### src/rtl/vga_pkg.sv
// vga_pkg
//   Shared constants and helpers for the snake-display VGA tile engine.
//   Holds the default 640x480@60 timing (25 MHz pixel rate derived from the
//   100 MHz board clock), the default colour depth and the helper that turns
//   the four per-axis timing fields into a total period.
package vga_pkg;

  // Default 640x480@60 horizontal timing, in pixels.
  localparam int DEF_H_ACTIVE = 640;
  localparam int DEF_H_FP     = 16;
  localparam int DEF_H_SYNC   = 96;
  localparam int DEF_H_BP     = 48;

  // Default 640x480@60 vertical timing, in lines.
  localparam int DEF_V_ACTIVE = 480;
  localparam int DEF_V_FP     = 10;
  localparam int DEF_V_SYNC   = 2;
  localparam int DEF_V_BP     = 33;

  // Default bits per colour channel.
  localparam int DEF_COLOR_W  = 4;

  // Total period of one axis: active + front porch + sync + back porch.
  function automatic int vga_total(input int active, input int fp,
                                   input int sync, input int bp);
    return active + fp + sync + bp;
  endfunction

endpackage

### src/rtl/vga_timing.sv
// vga_timing
//   Pixel-enable divider plus horizontal/vertical raster counters.
//   The counters only move on pe, so a "slot" is PIX_DIV clk cycles long and
//   pe marks its last cycle. All outputs describe the slot currently running.
// Ports:
//   clk       in   system clock
//   rst_n     in   asynchronous active-low reset
//   pe        out  pixel enable, high in the last clk of each slot
//   h, v      out  current column / line counters
//   vis       out  current slot lies in the visible region
//   hs_act    out  current slot lies inside the horizontal sync pulse
//   vs_act    out  current line lies inside the vertical sync pulse
//   frame_end out  pe of the very last slot of the frame
module vga_timing
  import vga_pkg::*;
#(
  parameter int H_ACTIVE = DEF_H_ACTIVE,
  parameter int H_FP     = DEF_H_FP,
  parameter int H_SYNC   = DEF_H_SYNC,
  parameter int H_BP     = DEF_H_BP,
  parameter int V_ACTIVE = DEF_V_ACTIVE,
  parameter int V_FP     = DEF_V_FP,
  parameter int V_SYNC   = DEF_V_SYNC,
  parameter int V_BP     = DEF_V_BP,
  parameter int PIX_DIV  = 4,
  parameter int HW       = $clog2(vga_total(DEF_H_ACTIVE, DEF_H_FP, DEF_H_SYNC, DEF_H_BP)),
  parameter int VW       = $clog2(vga_total(DEF_V_ACTIVE, DEF_V_FP, DEF_V_SYNC, DEF_V_BP))
)(
  input  logic          clk,
  input  logic          rst_n,
  output logic          pe,
  output logic [HW-1:0] h,
  output logic [VW-1:0] v,
  output logic          vis,
  output logic          hs_act,
  output logic          vs_act,
  output logic          frame_end
);

  localparam int H_TOTAL = vga_total(H_ACTIVE, H_FP, H_SYNC, H_BP);
  localparam int V_TOTAL = vga_total(V_ACTIVE, V_FP, V_SYNC, V_BP);
  localparam int DW      = $clog2(PIX_DIV);

  logic [DW-1:0] div_r;
  logic [HW-1:0] h_r;
  logic [VW-1:0] v_r;
  logic          pe_s;
  logic          h_last_s;
  logic          v_last_s;

  // Wrap is by compare against the period, so the counters never overflow.
  assign pe_s     = (div_r == DW'(PIX_DIV - 1));
  assign h_last_s = (int'(h_r) == H_TOTAL - 1);
  assign v_last_s = (int'(v_r) == V_TOTAL - 1);

  // Clock divider: counts 0..PIX_DIV-1, wrapping on pe.
  always_ff @(posedge clk or negedge rst_n) begin
    if (!rst_n) begin
      div_r <= '0;
    end else if (pe_s) begin
      div_r <= '0;
    end else begin
      div_r <= div_r + 1'b1;
    end
  end

  // Raster counters: h steps every pe, v steps when h wraps.
  always_ff @(posedge clk or negedge rst_n) begin
    if (!rst_n) begin
      h_r <= '0;
      v_r <= '0;
    end else if (pe_s) begin
      if (h_last_s) begin
        h_r <= '0;
        if (v_last_s) begin
          v_r <= '0;
        end else begin
          v_r <= v_r + 1'b1;
        end
      end else begin
        h_r <= h_r + 1'b1;
      end
    end
  end

  assign pe        = pe_s;
  assign h         = h_r;
  assign v         = v_r;
  assign vis       = (int'(h_r) < H_ACTIVE) && (int'(v_r) < V_ACTIVE);
  assign hs_act    = (int'(h_r) >= H_ACTIVE + H_FP) &&
                     (int'(h_r) <  H_ACTIVE + H_FP + H_SYNC);
  assign vs_act    = (int'(v_r) >= V_ACTIVE + V_FP) &&
                     (int'(v_r) <  V_ACTIVE + V_FP + V_SYNC);
  assign frame_end = pe_s && h_last_s && v_last_s;

endmodule

### src/rtl/vga_tile_engine.sv
// vga_tile_engine
//   VGA timing generator and tile-map renderer for the snake display.
//   Stage 1 (end of slot k)  : tile-map address, in-tile coordinates and flags.
//   Stage 2 (end of slot k+1): tile type from the map RAM -> texture ROM request.
//   Stage 3 (end of slot k+2): texel/border/black colour plus HSYNC/VSYNC.
//   Colour and sync travel through the same three stages and stay aligned.
//   External RAM/ROM must answer within PIX_DIV-1 clk of an address change.
// Ports:
//   clk_100mhz    in   system clock
//   RSTN          in   asynchronous active-low reset
//   map_addr      out  {tile_col, tile_row} to the game-state RAM
//   map_type      in   tile type returned by the map RAM
//   tex_type      out  tile type to the texture ROM
//   tex_x, tex_y  out  texel column / row within the tile
//   tex_pixel     in   {R,G,B} texel from the texture ROM
//   border_color  in   {R,G,B} used for visible pixels outside the map
//   Red/Green/Blue out pixel colour
//   HSYNC, VSYNC  out  sync outputs with configurable polarity
//   frame_start   out  one-clk strobe in the cycle output pixel (0,0) appears
module vga_tile_engine
  import vga_pkg::*;
#(
  parameter int H_ACTIVE  = DEF_H_ACTIVE,
  parameter int H_FP      = DEF_H_FP,
  parameter int H_SYNC    = DEF_H_SYNC,
  parameter int H_BP      = DEF_H_BP,
  parameter int V_ACTIVE  = DEF_V_ACTIVE,
  parameter int V_FP      = DEF_V_FP,
  parameter int V_SYNC    = DEF_V_SYNC,
  parameter int V_BP      = DEF_V_BP,
  parameter int HS_POL    = 0,
  parameter int VS_POL    = 0,
  parameter int PIX_DIV   = 4,
  parameter int TILE_LOG2 = 5,
  parameter int MAP_COLS  = 20,
  parameter int MAP_ROWS  = 15,
  parameter int TYPE_W    = 4,
  parameter int COLOR_W   = DEF_COLOR_W
)(
  input  logic                                         clk_100mhz,
  input  logic                                         RSTN,
  output logic [$clog2(MAP_COLS)+$clog2(MAP_ROWS)-1:0] map_addr,
  input  logic [TYPE_W-1:0]                            map_type,
  output logic [TYPE_W-1:0]                            tex_type,
  output logic [TILE_LOG2-1:0]                         tex_x,
  output logic [TILE_LOG2-1:0]                         tex_y,
  input  logic [3*COLOR_W-1:0]                         tex_pixel,
  input  logic [3*COLOR_W-1:0]                         border_color,
  output logic [COLOR_W-1:0]                           Red,
  output logic [COLOR_W-1:0]                           Green,
  output logic [COLOR_W-1:0]                           Blue,
  output logic                                         HSYNC,
  output logic                                         VSYNC,
  output logic                                         frame_start
);

  localparam int H_TOTAL   = vga_total(H_ACTIVE, H_FP, H_SYNC, H_BP);
  localparam int V_TOTAL   = vga_total(V_ACTIVE, V_FP, V_SYNC, V_BP);
  localparam int HW        = $clog2(H_TOTAL);
  localparam int VW        = $clog2(V_TOTAL);
  localparam int CW        = $clog2(MAP_COLS);
  localparam int RW        = $clog2(MAP_ROWS);
  localparam int PW        = 3 * COLOR_W;
  // Map extent in pixels: x < MAP_W_PIX is the same test as (x>>TILE_LOG2) < MAP_COLS.
  localparam int MAP_W_PIX = MAP_COLS << TILE_LOG2;
  localparam int MAP_H_PIX = MAP_ROWS << TILE_LOG2;
  localparam logic HS_ON   = 1'(HS_POL);
  localparam logic VS_ON   = 1'(VS_POL);

  // Raster timing
  logic          pe_s;
  logic [HW-1:0] h_s;
  logic [VW-1:0] v_s;
  logic          vis_s;
  logic          hs_act_s;
  logic          vs_act_s;
  logic          frame_end_s;

  vga_timing #(
    .H_ACTIVE (H_ACTIVE),
    .H_FP     (H_FP),
    .H_SYNC   (H_SYNC),
    .H_BP     (H_BP),
    .V_ACTIVE (V_ACTIVE),
    .V_FP     (V_FP),
    .V_SYNC   (V_SYNC),
    .V_BP     (V_BP),
    .PIX_DIV  (PIX_DIV),
    .HW       (HW),
    .VW       (VW)
  ) u_timing (
    .clk       (clk_100mhz),
    .rst_n     (RSTN),
    .pe        (pe_s),
    .h         (h_s),
    .v         (v_s),
    .vis       (vis_s),
    .hs_act    (hs_act_s),
    .vs_act    (vs_act_s),
    .frame_end (frame_end_s)
  );

  // Stage-1 inputs decoded from the counters
  logic          in_map_s;
  logic [CW-1:0] col_s;
  logic [RW-1:0] row_s;
  logic          first_s;

  // Frame-start arming
  logic armed_r;

  // Stage 1
  logic                 s1_valid_r;
  logic [CW+RW-1:0]     map_addr_r;
  logic [TILE_LOG2-1:0] s1_tx_r;
  logic [TILE_LOG2-1:0] s1_ty_r;
  logic                 s1_vis_r;
  logic                 s1_in_map_r;
  logic                 s1_hs_r;
  logic                 s1_vs_r;
  logic                 s1_first_r;

  // Stage 2
  logic                 s2_valid_r;
  logic [TYPE_W-1:0]    tex_type_r;
  logic [TILE_LOG2-1:0] tex_x_r;
  logic [TILE_LOG2-1:0] tex_y_r;
  logic                 s2_vis_r;
  logic                 s2_in_map_r;
  logic                 s2_hs_r;
  logic                 s2_vs_r;
  logic                 s2_first_r;

  // Stage 3
  logic [PW-1:0] rgb_next_s;
  logic [PW-1:0] rgb_r;
  logic          hsync_r;
  logic          vsync_r;
  logic          frame_start_r;

  assign in_map_s = (int'(h_s) < MAP_W_PIX) && (int'(v_s) < MAP_H_PIX);
  assign col_s    = CW'(h_s >> TILE_LOG2);
  assign row_s    = RW'(v_s >> TILE_LOG2);
  // Only a (0,0) reached through a frame wrap is announced, so the frame
  // walked straight out of reset (possibly a cut-short one) never strobes.
  assign first_s  = armed_r && (h_s == '0) && (v_s == '0);

  // Arm the frame-start strobe once the raster has wrapped a full frame.
  always_ff @(posedge clk_100mhz or negedge RSTN) begin
    if (!RSTN) begin
      armed_r <= 1'b0;
    end else if (frame_end_s) begin
      armed_r <= 1'b1;
    end
  end

  // Stage 1: map address (held outside the map), texel coords and flags.
  always_ff @(posedge clk_100mhz or negedge RSTN) begin
    if (!RSTN) begin
      s1_valid_r  <= 1'b0;
      map_addr_r  <= '0;
      s1_tx_r     <= '0;
      s1_ty_r     <= '0;
      s1_vis_r    <= 1'b0;
      s1_in_map_r <= 1'b0;
      s1_hs_r     <= 1'b0;
      s1_vs_r     <= 1'b0;
      s1_first_r  <= 1'b0;
    end else if (pe_s) begin
      s1_valid_r  <= 1'b1;
      map_addr_r  <= in_map_s ? {col_s, row_s} : map_addr_r;
      s1_tx_r     <= h_s[TILE_LOG2-1:0];
      s1_ty_r     <= v_s[TILE_LOG2-1:0];
      s1_vis_r    <= vis_s;
      s1_in_map_r <= in_map_s;
      s1_hs_r     <= hs_act_s;
      s1_vs_r     <= vs_act_s;
      s1_first_r  <= first_s;
    end
  end

  // Stage 2: capture tile type from the map RAM and issue the texture request.
  always_ff @(posedge clk_100mhz or negedge RSTN) begin
    if (!RSTN) begin
      s2_valid_r  <= 1'b0;
      tex_type_r  <= '0;
      tex_x_r     <= '0;
      tex_y_r     <= '0;
      s2_vis_r    <= 1'b0;
      s2_in_map_r <= 1'b0;
      s2_hs_r     <= 1'b0;
      s2_vs_r     <= 1'b0;
      s2_first_r  <= 1'b0;
    end else if (pe_s) begin
      s2_valid_r  <= s1_valid_r;
      tex_type_r  <= map_type;
      tex_x_r     <= s1_tx_r;
      tex_y_r     <= s1_ty_r;
      s2_vis_r    <= s1_vis_r;
      s2_in_map_r <= s1_in_map_r;
      s2_hs_r     <= s1_hs_r;
      s2_vs_r     <= s1_vs_r;
      s2_first_r  <= s1_first_r;
    end
  end

  // Colour select: black when blanked, border outside the map, else texel.
  always_comb begin
    rgb_next_s = '0;
    if (!s2_vis_r) begin
      rgb_next_s = '0;
    end else if (!s2_in_map_r) begin
      rgb_next_s = border_color;
    end else begin
      rgb_next_s = tex_pixel;
    end
  end

  // Stage 3: registered colour and polarity-adjusted sync outputs.
  always_ff @(posedge clk_100mhz or negedge RSTN) begin
    if (!RSTN) begin
      rgb_r   <= '0;
      hsync_r <= ~HS_ON;
      vsync_r <= ~VS_ON;
    end else if (pe_s) begin
      rgb_r   <= rgb_next_s;
      hsync_r <= s2_hs_r ? HS_ON : ~HS_ON;
      vsync_r <= s2_vs_r ? VS_ON : ~VS_ON;
    end
  end

  // Frame strobe: high only in the clk after stage 3 loads pixel (0,0).
  always_ff @(posedge clk_100mhz or negedge RSTN) begin
    if (!RSTN) begin
      frame_start_r <= 1'b0;
    end else begin
      frame_start_r <= pe_s && s2_valid_r && s2_first_r;
    end
  end

  assign map_addr    = map_addr_r;
  assign tex_type    = tex_type_r;
  assign tex_x       = tex_x_r;
  assign tex_y       = tex_y_r;
  assign Red         = rgb_r[PW-1:2*COLOR_W];
  assign Green       = rgb_r[2*COLOR_W-1:COLOR_W];
  assign Blue        = rgb_r[COLOR_W-1:0];
  assign HSYNC       = hsync_r;
  assign VSYNC       = vsync_r;
  assign frame_start = frame_start_r;

endmodule

### config.mk
export PLATFORM = sky130hd
export DESIGN_NAME = vga_tile_engine
export DESIGN_NICKNAME = d
export VERILOG_FILES = /design/src/rtl/vga_pkg.sv /design/src/rtl/vga_timing.sv /design/src/rtl/vga_tile_engine.sv
export SDC_FILE = /design/constraint.sdc
export NUM_CORES = 1
export LEC_CHECK = 0
export ABC_AREA = 1
export ABC_CLOCK_PERIOD_IN_PS = 4000
export BUFFER_PORTS_ARGS = -buffer_cell sky130_fd_sc_hd__buf_4
export CAP_MARGIN = 40
export CORE_MARGIN = 2
export CORE_UTILIZATION = 60
export CTS_BUF_LIST = sky130_fd_sc_hd__clkbuf_4
export CTS_CLUSTER_DIAMETER = 40
export DETAILED_ROUTE_END_ITERATION = 6
export PLACE_DENSITY_LB_ADDON = 0.05
export SLEW_MARGIN = 5
export SYNTH_ARGS = -nofsm -noshare
export SYNTH_HDL_FRONTEND = slang
export SYNTH_SLANG_ARGS = --single-unit
### constraint.sdc
create_clock -name clk_100mhz -period 4 [get_ports clk_100mhz]
set_input_delay 0.4 -clock clk_100mhz [delete_from_list [all_inputs] [get_ports clk_100mhz]]
set_output_delay 0.4 -clock clk_100mhz [all_outputs]
set_load 0.02 [all_outputs]
-- Word level (Yosys, flattened, before mapping)
Cells that the tools add are included.
Widths: inputs -> output; s select.
- $add $sub $neg: 3
- order comparisons: 6
- equal/unequal tests: 3
- mux-type cells: 6
- reductions and logical operators: 13
- operators by type and width (kind ; number):
    $add 10x1->10 const B ; 2
    $logic_not 10->1 ; 2
    $lt 10x10->1 const B ; 2
    $lt 10x9->1 const B ; 2
    $mux 10 ; 2
    $mux 12 ; 1
    $eq 10x10->1 const B ; 1
    $eq 10x9->1 const B ; 1
    $ge 10x10->1 const B ; 1
    $ge 10x9->1 const B ; 1
    $logic_and 1x1->1 ; 9
    $reduce_and 2->1 ; 2
    $add 2x1->2 const B ; 1
    $eq 2x2->1 const B ; 1
    $mux 1 ; 2
    $mux 2 ; 1
- register bits after elaboration: 81
- input bits: 30
- output and inout bits: 38
- logic and storage cells: 55

-- Longest topological paths before layout
Gate-level depths: netlist (run 1).
- depth after elaboration: 3
- depth in mapped cells: 9
- depth with buffers taken out: 9

-- Hierarchy
From an unflattened synthesis (run 1), not the netlist that was laid out.
- cell total of the unflattened synthesis: 440
- area total of the unflattened synthesis: 3816.2 µm²
- by module, submodules not included (module ; times used ; cells an instance ; area an instance (µm²) ; sequential area each (µm²)):
    vga_tile_engine ; 1 ; 284 ; 2571.2 ; 1529.0
    vga_timing ; 1 ; 156 ; 1244.9 ; 550.5

-- Worst setup path before layout (run 1)
No wires, ideal clock.
- kind: register to register
- from: register u_timing.div_r[0]
- to: register map_addr_r[5], in the netlist map_addr[5]
- library setup time: 117 ps
- data arrival time: 1255 ps
- data required time: 3883 ps
- setup slack: 2628 ps
- stages on the path, launching flop included: 9
- buffers on the path: 2
- period minus slack after synthesis: 1372 ps
- path through: dfrtp_1 -> ha_1 -> buf_4 -> nand2_4 -> nor3b_4 -> nand2_4 -> buf_6 -> nand2_1 -> nand2_1
- cells in the longest elaborated chain, start to end: 2
- ends and longest elaborated chain (item ; line ; text):
    start: declaration ; vga_timing.sv:44 ; logic [DW-1:0] div_r;
    start signal: assignment ; vga_timing.sv:63 ; div_r <= div_r + 1'b1;
    $eq 2x2->1 ; vga_timing.sv:52 ; assign pe_s = (div_r == DW'(PIX_DIV - 1));
    $reduce_and 2->1 (no line) ; -- ;
    end signal: assignment ; vga_tile_engine.sv:171 ; map_addr_r <= in_map_s ? {col_s, row_s} : map_addr_r;
    end: declaration ; vga_tile_engine.sv:114 ; logic [CW+RW-1:0] map_addr_r;
No other way between the ends.
A chain may end at the register's enable or synchronous reset.

-- Worst setup path in the final report (run 1)
- from: register u_timing.div_r[0]
- to: register u_timing.v_r[6], in the netlist u_timing.v[6]
- cells in the longest elaborated chain, start to end: 2
- ends and longest elaborated chain (item ; line ; text):
    $eq 2x2->1 ; vga_timing.sv:52 ;
    $reduce_and 2->1 (no line) ; -- ;
    end signal: assignment ; vga_timing.sv:78 ; v_r <= v_r + 1'b1;
    end: declaration ; vga_timing.sv:46 ; logic [VW-1:0] v_r;
No other way between the ends.

==> results.yml, run 1 <==
worst_setup_path:
  crit_fanout: 46
  critPathArrivalTime_ns: 2.28
  end_kind: "flop"
  crit_required_ns: 4.32
  max_stage_delay_ns: 0.56
  critPathKind: "flop to flop"
  crit_path_cell_trace: "ha_1, buf_4, nand4_1, nor3_1, nor2_1"
  crit_slowest_cell: "nand4_1"
  startpoint_type: "flop"
sta:
  clock_skew_ns: 0.009459
  max_slew_margin_pct: 61.78
  rsz0062_at_grt: "false"
  setup_viol: 0
  final.setup.tns_ns: 0
  max_freq_ghz: 0.5090
  tightestPinTransition_ns: 0.5717
  post-route-period-util_pct: 49.11
  layout_min_cycle_time_ns: 1.965
  finalHoldViolations: 0
  holdWs_ns: 0.1712
  slew_viol_final: 0
floorplan:
  start_util_pct: 63.05
  die_area_mm2: 0.006523
  rows: 27
  io_pins: 68
  die_h_um: 80.77
  die_w_um: 80.77
  fp.coreArea_mm2: 0.005608
cts:
  clock_latency_ns: 0.42
  cts_root_buffer: "clkbuf_4"
  cts_tree: "yes"
  clock_sinks: 81
  cts_resized: 0
  htreeDepth: 3
  cts_buffers: 9
  cts.clk_slew.worst_paths_ns: 0.12
  cts_setup_buffers: 0
  max-clock-path-buffers: 2
status:
  outcome: "finished, final reports clean"
global_route:
  gr-total-overflow: 0
  grt_pass1_wl_um: 11970
  grtUsageTotal_pct: 24.15
  first_global_vias: 2649
  antenna_found_initial: 0
  grt_max_degree: 63
final_layout:
  num-nets-final: 488
  diodes: 0
  drive_gt1_share_pct: 20.52
  final_common_cell: "nand2_1"
  area.growth.synth_to_final_pct: 17.98
  nFillCells: 441
  mostFrequentLayoutCells: "149 x nand2_1, 79 x dfrtp_1, 56 x buf_4, 30 x inv_1, 29 x nand3_1"
synthesis:
  synth_area_mm2: 0.003536
  synth_flop_cell: "dfrtp_1"
  async_reset_ff_share_pct: 100.0
  ys_seq_area_share_pct: 57.40
  syn_nets: 435
  postSynthRegisterBits: 81
  avgSynthCellArea_um2: 8.840
  synth_enable_flop_cells: 0
  ys_types: 29
  ys_warn_count: 0
  synthCells: 400
routing:
  drt_iter0_drc: 190
  avgRoutedWirePerCell_um: 13.38
  drt_first_pass_iters: 4
  finalWirelength_um: 7091
  via_per_inst: 5.277
  drc: 0
  drtAntennaViolNets: 0
  vias: 2797
placed_design:
  dpl.hpwl_um: 4717
  port_buffers: 55
  gp_congestion: 0.8472
pwr:
  p_per_area_mw_per_mm2: 340.8
  p_leak_nw: 2.135
  ir_drop_mv: 0.2046
job:
  maxCapViolCount: 0
hold_path:
  hp-class: "input pin to flop"
## synth_stat cells, types with 3 or more instances
| cell | number | area, µm² |
|---|---|---|
| buf_2 | 6 | 30.03 |
| clkbuf_1 | 8 | 30.03 |
| dfrtp_1 | 79 | 1977 |
| ha_1 | 5 | 62.56 |
| inv_1 | 30 | 112.6 |
| nand2_1 | 149 | 559.3 |
| nand3_1 | 29 | 145.1 |
| nand4_1 | 8 | 50.05 |
| nor2_1 | 21 | 78.83 |
| nor2_2 | 3 | 18.77 |
| nor3_1 | 6 | 30.03 |
| o21ai_0 | 23 | 115.1 |
| o21ai_2 | 8 | 70.07 |
| xor2_1 | 6 | 52.55 |
## per-layer routing
| layer | part of all wire [%] | track usage [%] | vias to the layer above |
|---|---|---|---|
| met5 | 0 | 0 | - |
| met4 | 1.9 | 11.02 | 0 |
| met3 | 5.1 | 4.000 | 15 |
| met2 | 47 | 40.50 | 73 |
| met1 | 46 | 31.09 | 1335 |
| li1 | - | - | 1374 |
## metrics by stage
step	std cells	total power [mW]	area, µm²	util [%]	setup WS, ns
CTS	530	1.431	4172	74.39	2.024
finish	530	1.422	4172	74.39	2.035
global route	530	1.475	4172	74.39	1.859
global placement	511	0.9055	3956	70.55	1.878
floorplan	400	0.8637	3536	-	2.628
detailed placement	513	0.9101	4004	71.40	2.048
## worst paths after layout
path | cells past startpoint | from | slack (ns) | endpoint
setup / recovery | 5 | u_timing.div_r[0] | 2.04 | u_timing.v[6]
hold / removal | 3 | map_type[0] | 0.17 | tex_type[0]
setup reg to reg | 5 | u_timing.div_r[0] | 2.04 | u_timing.v[6]
hold reg to reg | 1 | u_timing.div_r[0] | 0.43 | u_timing.div_r[0]
max in group asynchronous | 3 | RSTN | 3.05 | tex_y[4]
min in group asynchronous | 2 | RSTN | 0.38 | tex_type[0]
## state kept, by name, indices dropped and copies added (netlist names), 2 cells and up
register,flops
s1_tx_r,5
map_addr,9
u_timing.v,10
tex_x,5
u_timing.div_r,2
rgb_r,12
tex_type,4
tex_y,5
u_timing.h,10
s1_ty_r,5
## cell families after synthesis
group / after synthesis / synth area share (%)
AOI/OAI and AO/OA: 35 / 5.945
xor gates and xnor gates: 6 / 1.486
adders and majority gates: 5 / 1.769
buffers and inverters: 48 / 5.839
DFF: 81 / 57.40
and+or+nand+nor: 225 / 27.57
## layout make-up
cell class                      count  area (µm²)  area share [%]
Clock inverter                      6       82.58           1.980
Multi-Input combinational cell    271        1300           31.16
Timing Repair Buffer               59       478.0           11.46
Inverter                           31       116.4           2.789
Sequential cell                    81        2029           48.65
Tap cell                           72       90.09           2.160
Clock buffer                       10       75.07           1.800
## power by group
| group | internal (mW) | total [mW] | leakage [nW] | switching (mW) |
|---|---|---|---|---|
| Combinational | 0.0273 | 0.0628 | 1.03 | 0.0355 |
| Sequential | 0.827 | 0.831 | 1.03 | 0.00421 |
| Clock | 0.256 | 0.528 | 0.0777 | 0.271 |
| Total | 1.11 | 1.42 | 2.14 | 0.311 |
## repair_timing
item,CTS,global route
endpoints found under the hold margin,17,0
endpoints found under the setup margin,0,0
hold buffers,1,0
## worst max-delay path, delay by kind of cell (launching register included)
family	cells	cell delay, ns
AND/OR/NAND/NOR	3	0.92
buffers and inverters	1	0.41
adder cells (fa/ha/maj)	1	0.14
flip-flops	1	0.36
No activity file was read; power rests on OpenSTA's default activity.
==> run 2, diff against run 1 <==
Settings changed: ABC_AREA 1 to 0, ABC_CLOCK_PERIOD_IN_PS 4000 to 1800, CORE_UTILIZATION 60 to 51.
Clock period 4 ns to 1.8 ns, I/O delays scaled along.
==> results.yml, run 2 <==
routing:
  drtAntennaViolNets: 0
  avgRoutedWirePerCell_um: 14.43
  drt_iter0_drc: 83
  finalWirelength_um: 6579
  drc: 0
  via_per_inst: 5.184
  drt_first_pass_iters: 5
  vias: 2364
synthesis:
  synth_most_common_cell: "dfrtp_1"
  yosys.area.top_type: "dfrtp_1"
  ys_types: 44
  async_reset_ff_share_pct: 100.0
  synth_compound_area_share_pct: 6.603
  synthXorXnorAreaFrac_pct: 2.298
  synth_area_mm2: 0.003430
  synth_flop_cell: "dfrtp_1"
  synth_fa_ha_area_share_pct: 1.824
  synthTopCellsByArea: "dfrtp_1 58%, mux2_2 7.9%, inv_1 2.6%, mux2_1 2.6%, mux2_4 2.6%"
  synth_top_area_share_pct: 57.64
  syn_nets: 315
  postSynthRegisterBits: 81
  muxShareOfSynthArea_pct: 14.01
  yosys.area_share.simple_pct: 11.46
  avgSynthCellArea_um2: 12.25
  synthCells: 280
  ys_warn_count: 0
  ys_seq_area_share_pct: 59.18
  synth_top_family_by_area: "multiplexers"
  synth_enable_flop_cells: 0
  synthTopCellsByCount: "79 x dfrtp_1, 24 x inv_1, 24 x mux2_2, 16 x nand2_1, 15 x o21ai_0"
cts:
  max-clock-path-buffers: 2
  cts_root_buffer: "clkbuf_4"
  cts_tree: "yes"
  cts_buffers: 9
  htreeDepth: 3
  cts_setup_buffers: 0
  clock_latency_ns: 0.42
  clock_sinks: 81
  cts.clk_slew.worst_paths_ns: 0.14
sta:
  finalHoldViolations: 0
  post-route-period-util_pct: 95.04
  fin_ws_ns: 0.08924
  setup_viol: 0
  final.setup.tns_ns: 0
  rsz0062_at_grt: "true"
  slew_viol_final: 0
  max_slew_margin_pct: 68.40
  layout_min_cycle_time_ns: 1.711
  tightestPinTransition_ns: 0.4696
  clock_skew_ns: 0.01798
  max_freq_ghz: 0.5845
floorplan:
  die_h_um: 86.01
  start_util_pct: 53.40
  die_area_mm2: 0.007397
  fp.coreArea_mm2: 0.006422
  die_w_um: 86.01
  rows: 29
  io_pins: 68
final_layout:
  nFillCells: 493
  top_register: "rgb_r"
  diodes: 0
  largest_reg_flops: 12
  instances_no_fill: 456
  num-nets-final: 409
  mostFrequentLayoutCells: "79 x dfrtp_1, 79 x buf_4, 24 x inv_1, 24 x mux2_2, 17 x dlygate4sd3_1"
  seqCellArea_mm2: 0.002029
  area.growth.synth_to_final_pct: 27.58
  drive_gt1_share_pct: 36.15
  multi_input_area_mm2: 0.001262
pwr:
  combPwrFrac_pct: 5.7
  p_leak_nw: 2.154
  ir_drop_mv: 0.4364
  p_int_mw: 2.204
  clock_power_share_pct: 31.5
  swShare_pct: 25.09
  p_per_area_mw_per_mm2: 672.5
  p_switching_mw: 0.7382
  power_frac_seq_pct: 62.8
placed_design:
  gp_congestion: 0.7984
  port_buffers: 55
  dpl.hpwl_um: 4425
  pre_cts_ws_ns: 0.05822
  placedCellCount: 423
worst_setup_path:
  crit_fanout: 6
  startpoint_type: "flop"
  critPathArrivalTime_ns: 2.03
  rr_worst_depth: 6
  end_kind: "flop"
  crit_required_ns: 2.12
  critPathKind: "flop to flop"
global_route:
  grtUsageTotal_pct: 19.17
  grt_pass1_wl_um: 11060
  grt_max_degree: 38
  gr-total-overflow: 0
  antenna_found_initial: 0
  first_global_vias: 2351
status:
  outcome: "finished, final reports clean"
hold_path:
  hp-class: "input pin to asynchronous set/reset pin"
job:
  maxCapViolCount: 0
run 2: cell types whose count changed after synthesis, moves of 7 or more:
cell / change
nand2_1: -133
and3_1: +8
xnor2_1: +7
mux2_1: +8
nor2_1: -10
o21ai_2: -8
o21ai_0: -8
mux2_2: +24
nand3_1: -22
run 2: power by group through the flow:
stage / clock, mW / combinational (mW) / sequential (mW)
final: 0.927 / 0.169 / 1.85
after CTS: 0.966 / 0.171 / 1.85
after global routing: 1.03 / 0.188 / 1.85
after global placement: 0 / 0.140 / 1.88
after detailed placement: 0 / 0.142 / 1.88
after floorplan: 0 / 0.0127 / 1.91
run 2: layout make-up:
class                      count  share of cell area, %
clock buffer                   9                  1.544
clock inverter                 7                  1.058
inverter                      24                  2.059
multi-input combinational    161                  28.85
sequential                    81                  46.38
tap                           77                  2.202
timing repair buffer          97                  17.90
run 2: path summary, 6_finish.rpt:
path,end,slack [ns],from
max,u_timing.v[1],0.09,u_timing.v[1]
min,rgb_r[8],0.22,RSTN
max reg2reg,u_timing.v[1],0.09,u_timing.v[1]
min reg2reg,VSYNC,0.42,s2_vs_r
max in group asynchronous,u_timing.v[2],1.03,RSTN
min in group clk_100mhz,VSYNC,0.42,s2_vs_r
run 2: repair_timing:
action / 4_1_cts / 5_1_grt
resized for setup: 1 / 6
endpoints found under the hold margin: 46 / 0
hold buffers: 17 / 0
endpoints found under the setup margin: 2 / 17
run 2: per-stage QoR:
stage | instance area [µm²] | hold slack (ns) | util [%] | power, mW
floorplan | 3430 | -0.1156 | - | 1.918
global placement | 4073 | 0.1560 | 63.41 | 2.020
detailed placement | 4073 | 0.1589 | 63.41 | 2.023
CTS | 4358 | 0.2241 | 67.86 | 2.984
global route | 4375 | 0.2273 | 68.13 | 3.069
finish | 4375 | 0.2247 | 68.13 | 2.943
run 2: kinds of logic (layout without fill, tap and decap cells):
kind of cell / after synthesis / after routing
flip-flops: 81 / 81
AND/OR/NAND/NOR: 69 / 69
multiplexers: 41 / 41
buffers and inverters: 38 / 137
AO/OA/AOI/OAI: 37 / 37
XOR/XNOR: 9 / 9
adder cells (fa/ha/maj): 5 / 5
run 2: critical path, cell delays in order (launching register included):
cell and delay (ns):
dfrtp_1 0.40, inv_1 0.07, ha_1 0.14, nor4b_2 0.27, and3_2 0.32, nand2b_1 0.27, o22ai_1 0.13
run 2: per-layer routing:
layer | up-vias | GRT usage, % | routed length, µm
li1 | 1152 | - | -
met1 | 1153 | 25.27 | 3017
met2 | 51 | 31.50 | 3183
met3 | 8 | 3.657 | 272
met4 | 0 | 7.359 | 106
met5 | - | 0 | 0
==> run 3, diff against run 2 <==
Settings changed: CELL_PAD_IN_SITES_DETAIL_PLACEMENT set to 1, CELL_PAD_IN_SITES_GLOBAL_PLACEMENT set to 2, CORE_UTILIZATION 51 to 34.
==> results.yml, run 3 (same netlist as run 2, synthesis figures left out) <==
status:
  outcome: "finished, final reports clean"
floorplan:
  fp.coreArea_mm2: 0.009774
  die_h_um: 104.4
  io_pins: 68
  rows: 36
  start_util_pct: 35.09
  die_area_mm2: 0.01091
  die_w_um: 104.4
cts:
  cts_buffers: 9
  clock_sinks: 81
  clock_latency_ns: 0.42
  max-clock-path-buffers: 2
  cts.clk_slew.worst_paths_ns: 0.11
  cts_root_buffer: "clkbuf_4"
  htreeDepth: 3
  cts_tree: "yes"
sta:
  clock_skew_ns: 0.007673
  finalHoldViolations: 0
  post-route-period-util_pct: 92.69
  rsz0062_at_grt: "false"
  tightestPinTransition_ns: 0.5440
  layout_min_cycle_time_ns: 1.668
  max_slew_margin_pct: 63.73
  fin_ws_ns: 0.1316
  max_freq_ghz: 0.5994
  final.setup.tns_ns: 0
  slew_viol_final: 0
  setup_viol: 0
routing:
  finalWirelength_um: 7469
  vias: 2416
  via_per_inst: 4.691
  avgRoutedWirePerCell_um: 14.50
  drt_iter0_drc: 56
  drc: 0
  drtAntennaViolNets: 0
  drt_first_pass_iters: 4
worst_setup_path:
  critPathKind: "flop to flop"
  crit_slowest_cell: "dfrtp_1"
  end_kind: "flop"
  crit_fanout: 5
  max_stage_delay_ns: 0.40
  crit_path_cell_trace: "inv_1, ha_1, nor4b_2, and3_2, nand2b_1, o22ai_1"
  crit_required_ns: 2.10
  critPathArrivalTime_ns: 1.97
  startpoint_type: "flop"
placed_design:
  gp_congestion: 0.7449
  port_buffers: 55
  dpl.hpwl_um: 5171
  placedCellCount: 483
  pre_cts_ws_ns: 0.1037
final_layout:
  mostFrequentLayoutCells: "81 x buf_4, 79 x dfrtp_1, 24 x inv_1, 24 x mux2_2, 17 x dlygate4sd3_1"
  instances_no_fill: 515
  final_common_cell: "buf_4"
  area.growth.synth_to_final_pct: 31.48
  drive_gt1_share_pct: 35.86
  largest_reg_flops: 12
  num-nets-final: 413
  top_register: "rgb_r"
  diodes: 0
  fin_util_pct: 46.13
pwr:
  p_per_area_mw_per_mm2: 670.5
  p_switching_mw: 0.6825
  combPwrFrac_pct: 5.6
  clock_power_share_pct: 33.3
  p_int_mw: 2.341
  p_leak_nw: 2.190
  swShare_pct: 22.57
  power_frac_seq_pct: 61.1
  ir_drop_mv: 0.3117
global_route:
  grt_max_degree: 40
  gr-total-overflow: 0
  first_global_vias: 2566
  grtUsageTotal_pct: 14.88
  antenna_found_initial: 0
  grt_pass1_wl_um: 12880
hold_path:
  hp-class: "input pin to asynchronous set/reset pin"
job:
  maxCapViolCount: 0
## run 3: per-layer routing
layer | track usage, % | wire [µm]
met3 | 2.945 | 332
met4 | 7.336 | 147
met2 | 23.67 | 3420
met1 | 19.36 | 3568
met5 | 0 | 0
## run 3: final timing paths
kind	to	cells after the start	from	slack [ns]
worst min-delay path	rgb_r[10]	2	RSTN	0.28
min in group clk_100mhz	VSYNC	1	s2_vs_r	0.42
max in group asynchronous	VSYNC	3	RSTN	0.88
worst min register to register	VSYNC	1	s2_vs_r	0.42
worst max-delay path	u_timing.v[1]	6	u_timing.v[1]	0.13
worst max register to register	u_timing.v[1]	6	u_timing.v[1]	0.13
## run 3: worst max-delay path, delay by kind of cell (launching register included)
kind,cells,cell delay (ns)
compound gates,1,0.13
fa+ha+maj,1,0.15
flops,1,0.40
buf+inv,1,0.07
simple gates,3,0.81
## run 3: per-stage QoR
stage	area (µm²)	hold slack (ns)	total power [mW]
after floorplan	3430	-0.1156	1.918
after global placement	4198	0.2076	2.023
after detailed placement	4198	0.2100	2.027
after CTS	4491	0.2762	3.097
after global routing	4509	0.3173	3.176
final	4509	0.2829	3.024
## run 3: final cells by class
type,instances,area (µm²)
Fill cell,1078,5265
Sequential cell,81,2029
Multi-Input combinational cell,161,1262
Timing Repair Buffer,101,838.3
Tap cell,133,166.4
Inverter,24,90.09
Clock buffer,10,75.07
Clock inverter,5,47.55
## run 3: timing repair
item                                    in CTS  in global routing
buffers inserted                             0                  0
resized for setup                            0                  4
hold endpoints to repair                    52                  0
endpoints found under the setup margin       0                  6
hold buffers                                17                  0
## run 3: power groups by stage
| stage | registers [mW] | clock network, mW | logic (mW) |
|---|---|---|---|
| final | 1.85 | 1.01 | 0.170 |
| after floorplan | 1.91 | 0 | 0.0127 |
| after detailed placement | 1.88 | 0 | 0.145 |
| after CTS | 1.85 | 1.08 | 0.175 |
| after global routing | 1.85 | 1.14 | 0.189 |
| after global placement | 1.88 | 0 | 0.143 |
